File: src/rtl/gpu_pkg.sv
// Shared constants, command codes, FSM state encodings and the latched draw
// command record for the GPU draw engine.
package gpu_pkg;

    localparam int FB_W     = 64;
    localparam int FB_H     = 32;
    localparam int FB_BYTES = FB_W * FB_H / 8;

    localparam logic [3:0] GPU_NOP   = 4'd0;
    localparam logic [3:0] GPU_CLEAR = 4'd1;
    localparam logic [3:0] GPU_DRAW  = 4'd2;

    localparam logic [2:0] ST_IDLE  = 3'd0;
    localparam logic [2:0] ST_CLEAR = 3'd1;
    localparam logic [2:0] ST_FETCH = 3'd2;
    localparam logic [2:0] ST_XOR_L = 3'd3;
    localparam logic [2:0] ST_XOR_R = 3'd4;
    localparam logic [2:0] ST_DONE  = 3'd5;

    typedef struct packed {
        logic [11:0] offset;
        logic [5:0]  x;
        logic [4:0]  y;
        logic [3:0]  len;
    } draw_cmd_t;

endpackage

File: src/rtl/gpu_framebuffer.sv
// 256x8 monochrome framebuffer: combinational-read/synchronous-write RMW port
// for the engine plus a registered read port for scan-out.
module gpu_framebuffer
    import gpu_pkg::*;
(
    input  logic       clk,
    input  logic       reset,
    input  logic [7:0] rmw_addr_i,
    output logic [7:0] rmw_rdata_o,
    input  logic       rmw_we_i,
    input  logic [7:0] rmw_wdata_i,
    input  logic [7:0] rd_addr_i,
    output logic [7:0] rd_data_o
);

    logic [7:0] mem_q [0:FB_BYTES-1];
    logic [7:0] rd_data_q;

    assign rmw_rdata_o = mem_q[rmw_addr_i];
    assign rd_data_o   = rd_data_q;

    // Storage is deliberately left out of reset so the picture survives it.
    always_ff @(posedge clk) begin
        if (rmw_we_i) begin
            mem_q[rmw_addr_i] <= rmw_wdata_i;
        end
    end

    always_ff @(posedge clk) begin
        if (reset) begin
            rd_data_q <= 8'h00;
        end else begin
            rd_data_q <= mem_q[rd_addr_i];
        end
    end

endmodule

File: src/rtl/gpu_draw_engine.sv
// CLEAR/DRAW command responder: fetches sprite rows from memory and XORs them
// into the framebuffer, reporting any pixel collision.
module gpu_draw_engine
    import gpu_pkg::*;
(
    input  logic        clk,
    input  logic        reset,
    input  logic [3:0]  gpu_cmd,
    input  logic [15:0] gpu_draw_offset,
    input  logic [7:0]  gpu_draw_x,
    input  logic [7:0]  gpu_draw_y,
    input  logic [7:0]  gpu_draw_length,
    input  logic        gpu_cmd_submitted,
    output logic        gpu_ready,
    output logic        gpu_collision,
    output logic        mem_read,
    output logic [11:0] mem_read_addr,
    input  logic [7:0]  mem_read_data,
    input  logic        mem_read_ack,
    input  logic [7:0]  fb_read_addr,
    output logic [7:0]  fb_read_data
);

    logic [2:0] state_q, state_d;
    draw_cmd_t  cmd_q, cmd_d;
    logic [7:0] cnt_q, cnt_d;
    logic [7:0] sprite_q, sprite_d;
    logic       coll_q, coll_d;

    logic [7:0] fb_addr, fb_rdata, fb_wdata, pattern;
    logic       fb_we;
    logic [5:0] row_y;
    logic [2:0] col_c, shift;
    logic       unused_bits;

    assign unused_bits = ^{gpu_draw_offset[15:12], gpu_draw_x[7:6],
                           gpu_draw_y[7:5], gpu_draw_length[7:4]};

    // Bit 5 of the row sum flags a row that fell off the bottom edge.
    assign row_y = {1'b0, cmd_q.y} + {2'b00, cnt_q[3:0]};
    assign col_c = cmd_q.x[5:3];
    assign shift = cmd_q.x[2:0];

    always_comb begin
        state_d  = state_q;
        cmd_d    = cmd_q;
        cnt_d    = cnt_q;
        sprite_d = sprite_q;
        coll_d   = coll_q;
        fb_we    = 1'b0;
        fb_addr  = {row_y[4:0], col_c};
        pattern  = 8'h00;
        fb_wdata = fb_rdata ^ pattern;
        case (state_q)
            ST_IDLE: begin
                if (gpu_cmd_submitted) begin
                    cmd_d.offset = gpu_draw_offset[11:0];
                    cmd_d.x      = gpu_draw_x[5:0];
                    cmd_d.y      = gpu_draw_y[4:0];
                    cmd_d.len    = gpu_draw_length[3:0];
                    cnt_d        = 8'h00;
                    coll_d       = 1'b0;
                    if (gpu_cmd == GPU_CLEAR) begin
                        state_d = ST_CLEAR;
                    end else if (gpu_cmd == GPU_DRAW && gpu_draw_length[3:0] != 4'd0) begin
                        state_d = ST_FETCH;
                    end else begin
                        state_d = ST_DONE;
                    end
                end
            end
            ST_CLEAR: begin
                fb_we    = 1'b1;
                fb_addr  = cnt_q;
                fb_wdata = 8'h00;
                cnt_d    = cnt_q + 8'd1;
                if (cnt_q == 8'hFF) begin
                    state_d = ST_DONE;
                end
            end
            ST_FETCH: begin
                if (mem_read_ack) begin
                    sprite_d = mem_read_data;
                    state_d  = ST_XOR_L;
                end
            end
            ST_XOR_L: begin
                pattern  = sprite_q >> shift;
                fb_wdata = fb_rdata ^ pattern;
                fb_we    = !row_y[5];
                if (fb_we && (fb_rdata & pattern) != 8'h00) begin
                    coll_d = 1'b1;
                end
                state_d = ST_XOR_R;
            end
            ST_XOR_R: begin
                // Spill into the next byte; nothing wraps past column 63.
                pattern  = sprite_q << (4'd8 - {1'b0, shift});
                fb_addr  = {row_y[4:0], col_c + 3'd1};
                fb_wdata = fb_rdata ^ pattern;
                fb_we    = !row_y[5] && shift != 3'd0 && col_c != 3'd7;
                if (fb_we && (fb_rdata & pattern) != 8'h00) begin
                    coll_d = 1'b1;
                end
                cnt_d = cnt_q + 8'd1;
                if (cnt_d == {4'h0, cmd_q.len}) begin
                    state_d = ST_DONE;
                end else begin
                    state_d = ST_FETCH;
                end
            end
            ST_DONE: state_d = ST_IDLE;
            default: state_d = ST_IDLE;
        endcase
    end

    always_ff @(posedge clk) begin
        if (reset) begin
            state_q  <= ST_IDLE;
            cmd_q    <= '0;
            cnt_q    <= 8'h00;
            sprite_q <= 8'h00;
            coll_q   <= 1'b0;
        end else begin
            state_q  <= state_d;
            cmd_q    <= cmd_d;
            cnt_q    <= cnt_d;
            sprite_q <= sprite_d;
            coll_q   <= coll_d;
        end
    end

    assign gpu_ready     = (state_q == ST_IDLE);
    assign gpu_collision = coll_q;
    assign mem_read      = (state_q == ST_FETCH);
    assign mem_read_addr = cmd_q.offset + {4'h0, cnt_q};

    gpu_framebuffer u_fb (
        .clk         (clk),
        .reset       (reset),
        .rmw_addr_i  (fb_addr),
        .rmw_rdata_o (fb_rdata),
        .rmw_we_i    (fb_we),
        .rmw_wdata_i (fb_wdata),
        .rd_addr_i   (fb_read_addr),
        .rd_data_o   (fb_read_data)
    );

endmodule

File: config.mk
export PLATFORM = sky130hd
export DESIGN_NAME = gpu_draw_engine
export DESIGN_NICKNAME = d
export VERILOG_FILES = /design/src/rtl/gpu_pkg.sv /design/src/rtl/gpu_framebuffer.sv /design/src/rtl/gpu_draw_engine.sv
export SDC_FILE = /design/constraint.sdc
export NUM_CORES = 2
export LEC_CHECK = 0
export BUFFER_PORTS_ARGS = -buffer_cell sky130_fd_sc_hd__buf_2
export CAP_MARGIN = 0
export CORE_UTILIZATION = 55
export DETAILED_ROUTE_END_ITERATION = 7
export PLACE_DENSITY = 0.69
export SKIP_CTS_REPAIR_TIMING = 1
export SYNTH_ARGS = -nofsm -noshare
export SYNTH_HDL_FRONTEND = slang
export SYNTH_SLANG_ARGS = --single-unit
File: constraint.sdc
create_clock -name clk -period 32.9 [get_ports clk]
set_input_delay 3.29 -clock clk [delete_from_list [all_inputs] [get_ports clk]]
set_output_delay 3.29 -clock clk [all_outputs]
set_load 0.01 [all_outputs]
==> impl_metrics.ini <==
[final_layout]
fin_area_um2 = 108000
fillers = 12990
mostFrequentLayoutCell = edfxtp_1
fin_cells = 8415
syn2layout_area_growth_pct = 8.80
final_nets = 5959
drive_above_1_share_pct = 19.9
final_cell_mix = edfxtp_1, mux2i_1, mux4_2

[timing]
setup_slack_ps = 21650
worst_pin_slew_ps = 1410
fin_skew_ps = 63.0
grt_setup_unrepaired = false
relSlewSlack_pct = 5.95
slew_viol_final = 0
finalSetupViolCount = 0
fin_tns_setup_ps = 0
hold_viol_final = 0
fin_crit_ps = 11250
maxClockFrequency_mhz = 88.9
fin_crit_sh_pct = 34.2

[worst_setup_path]
worstPathMaxFanout = 126
cp_data_required_time_ps = 33410
worstSetupStartpointType = flip-flop
arrival_ps = 11750
crit_type = flip-flop to flip-flop
end_kind = flip-flop

[synth]
synth-compound-area-share_pct = 6.06
syn_inst = 5955
synthDistinctLibCells = 76
syn-num-nets = 6038
synthAdderAreaFrac_pct = 0.254
ys_seq_elements = 2103
synthXorXnorAreaFrac_pct = 0.141
syn_area_per_cell_um2 = 16.7
seq_area_frac_synth_pct = 62.8
yosysWarnings = 0
ys.flop_type = edfxtp_1
async_flop_share_pct = 0
synth_edf_count = 2048
synth_top_family_by_area = multiplexers
syn_area_um2 = 99700
synth_simple_gate_area_share_pct = 3.57
synthMuxAreaShare_pct = 24.6

[drt]
postRouteAntennaNets = 0
routed_wl_um = 308000
post_drt_wl_per_cell_um = 36.6
top_layer = met5
wl_met2_um = 139000
met1_length_um = 115000
drc = 0
wl_met3_um = 39900
vias = 61589
via_per_inst = 7.32
drt_iter0_markers = 9174
first_pass_iters = 6

[clocking]
htreeDepth = 4
insertion_delay_ps = 900
clk_path_buf_depth = 3
cts_root_buffer = clkbuf_16
cts.sinks = 2103
clk_pin_slew_ps = 60
cts_buffers = 208
cts_tree = done

[job]
maxCapViolCount = 0

[placed_design]
io_buffers = 73
place_area_um2 = 102000
dp_cells = 8021
dp_slack_ps = 22010
dp_hpwl_um = 196000
gp_congestion = 0.915

[grt]
grt_pass1_wl_um = 432000
grt_antenna_before_repair = 28
grt_max_degree = 244
grt_overflow = 0
grt_use_total_pct = 33.5
grt_pass1_vias = 58994

[floorplanning]
die-area_um2 = 183000
core-area_um2 = 179000
die_w_um = 428
num_rows = 155
start_util_pct = 55.6
io_pins = 87
die_height_um = 428

[pwr]
ir_drop_mv = 0.219
power.density_nw_per_um2 = 113
power_leakage_nw = 37.0

[status]
status = completed

[hold_path]
hold_path.class = flip-flop to flip-flop
[cells in the mapped netlist (6+ instances only)]
cell type	n	area, µm²
dfxtp_1	55	1100
a21oi_1	128	641
nand2b_1	8	50.1
or3_1	6	37.5
edfxtp_1	2048	61500
clkbuf_1	247	927
nor2b_1	18	113
a21o_1	6	45.0
a22o_1	10	87.6
inv_1	16	60.1
o32ai_1	6	52.6
a32oi_1	67	587
xnor2_1	12	105
mux2_2	6	67.6
buf_4	38	285
buf_8	9	135
a21boi_0	19	143
a41oi_1	12	105
nand3_1	11	55.1
buf_1	70	263
mux4_2	682	15400
buf_2	75	375
and3_1	26	163
nor4_1	43	269
a211oi_1	9	67.6
nand2_1	356	1340
nor2_1	326	1220
mux2i_1	904	9050
ha_1	17	213
o22ai_1	410	2560
o41ai_1	79	692
nand4_1	7	43.8
o21ai_0	35	175
buf_6	47	529
nor3_1	8	40.0
o2111ai_1	32	280
o211ai_1	20	150
and2_1	13	81.3
[where the power goes]
group	switching, mW	leakage (nW)	internal, mW
Clock	1.04	3.25	1.32
Combinational	3.94	14.7	1.22
Sequential	0.0248	19.1	4.65
[final cells by class]
cell class | count | area, µm² | area share (%)
well taps | 2355 | 2950 | 2.72
inverters | 17 | 63.8 | 0.0589
clock buffers | 258 | 5480 | 5.05
multi-input cells | 3348 | 34700 | 32.0
clock inverters | 123 | 1170 | 1.08
flip-flops and latches | 2103 | 62600 | 57.7
diodes | 13 | 32.5 | 0.0300
repair buffers | 198 | 1450 | 1.34
[worst paths after layout]
path | startpoint | to | slack (ps) | depth (start not counted)
setup / recovery | state_q[0] | u_fb.mem_q[223][3] | 21650 | 20
hold / removal | cmd_q[21] | cmd_q[21] | 460 | 2
setup reg to reg | state_q[0] | u_fb.mem_q[223][3] | 21650 | 20
hold reg to reg | cmd_q[21] | cmd_q[21] | 460 | 2
[flip-flops by register name, indices dropped and copies added (netlist names)]
register / flops
sprite_q: 8
u_fb.mem_q: 2048
cmd_q: 27
cnt_q: 8
gpu_collision: 1
u_fb.rd_data_o: 8
state_q: 3
[kinds of logic (layout without fill, tap and decap cells)]
logic type / count (synthesis) / count (layout)
buffers and inverters: 504 / 596
AOI/OAI and AO/OA: 883 / 883
xor gates and xnor gates: 16 / 16
and+or+nand+nor: 838 / 838
adders and majority gates: 19 / 19
DFF: 2103 / 2103
other: 0 / 13
muxes: 1592 / 1592
[layer usage]
layer | vias to the layer above | GRT usage, %
met5 | - | 0
met4 | 16 | 13.8
met3 | 625 | 8.76
met2 | 4159 | 50.1
met1 | 32203 | 47.1
li1 | 24586 | -
[worst max-delay path: stages, from the launching register on]
cell and delay (ps):
dfxtp_1 310, buf_4 340, nand2b_2 170, o311a_2 360, buf_4 300, nand2_8 660
buf_12 700, buf_12 570, buf_4 810, buf_4 810, mux2i_1 270, o22ai_1 180
o41ai_1 620, o2111ai_1 650, a22o_1 500, nor2_1 320, nand3_1 110, o21ai_0 120
a221o_4 780, buf_4 880, buf_4 860
[metrics by stage]
step	utilization, %	power [mW]	hold slack (ps)
floorplan	-	8.22	441
global placement	56.8	9.59	451
detailed placement	56.8	9.74	455
CTS	60.5	12.1	464
global route	60.5	12.5	495
finish	60.5	12.2	460
(Power assumes the default switching activity.)
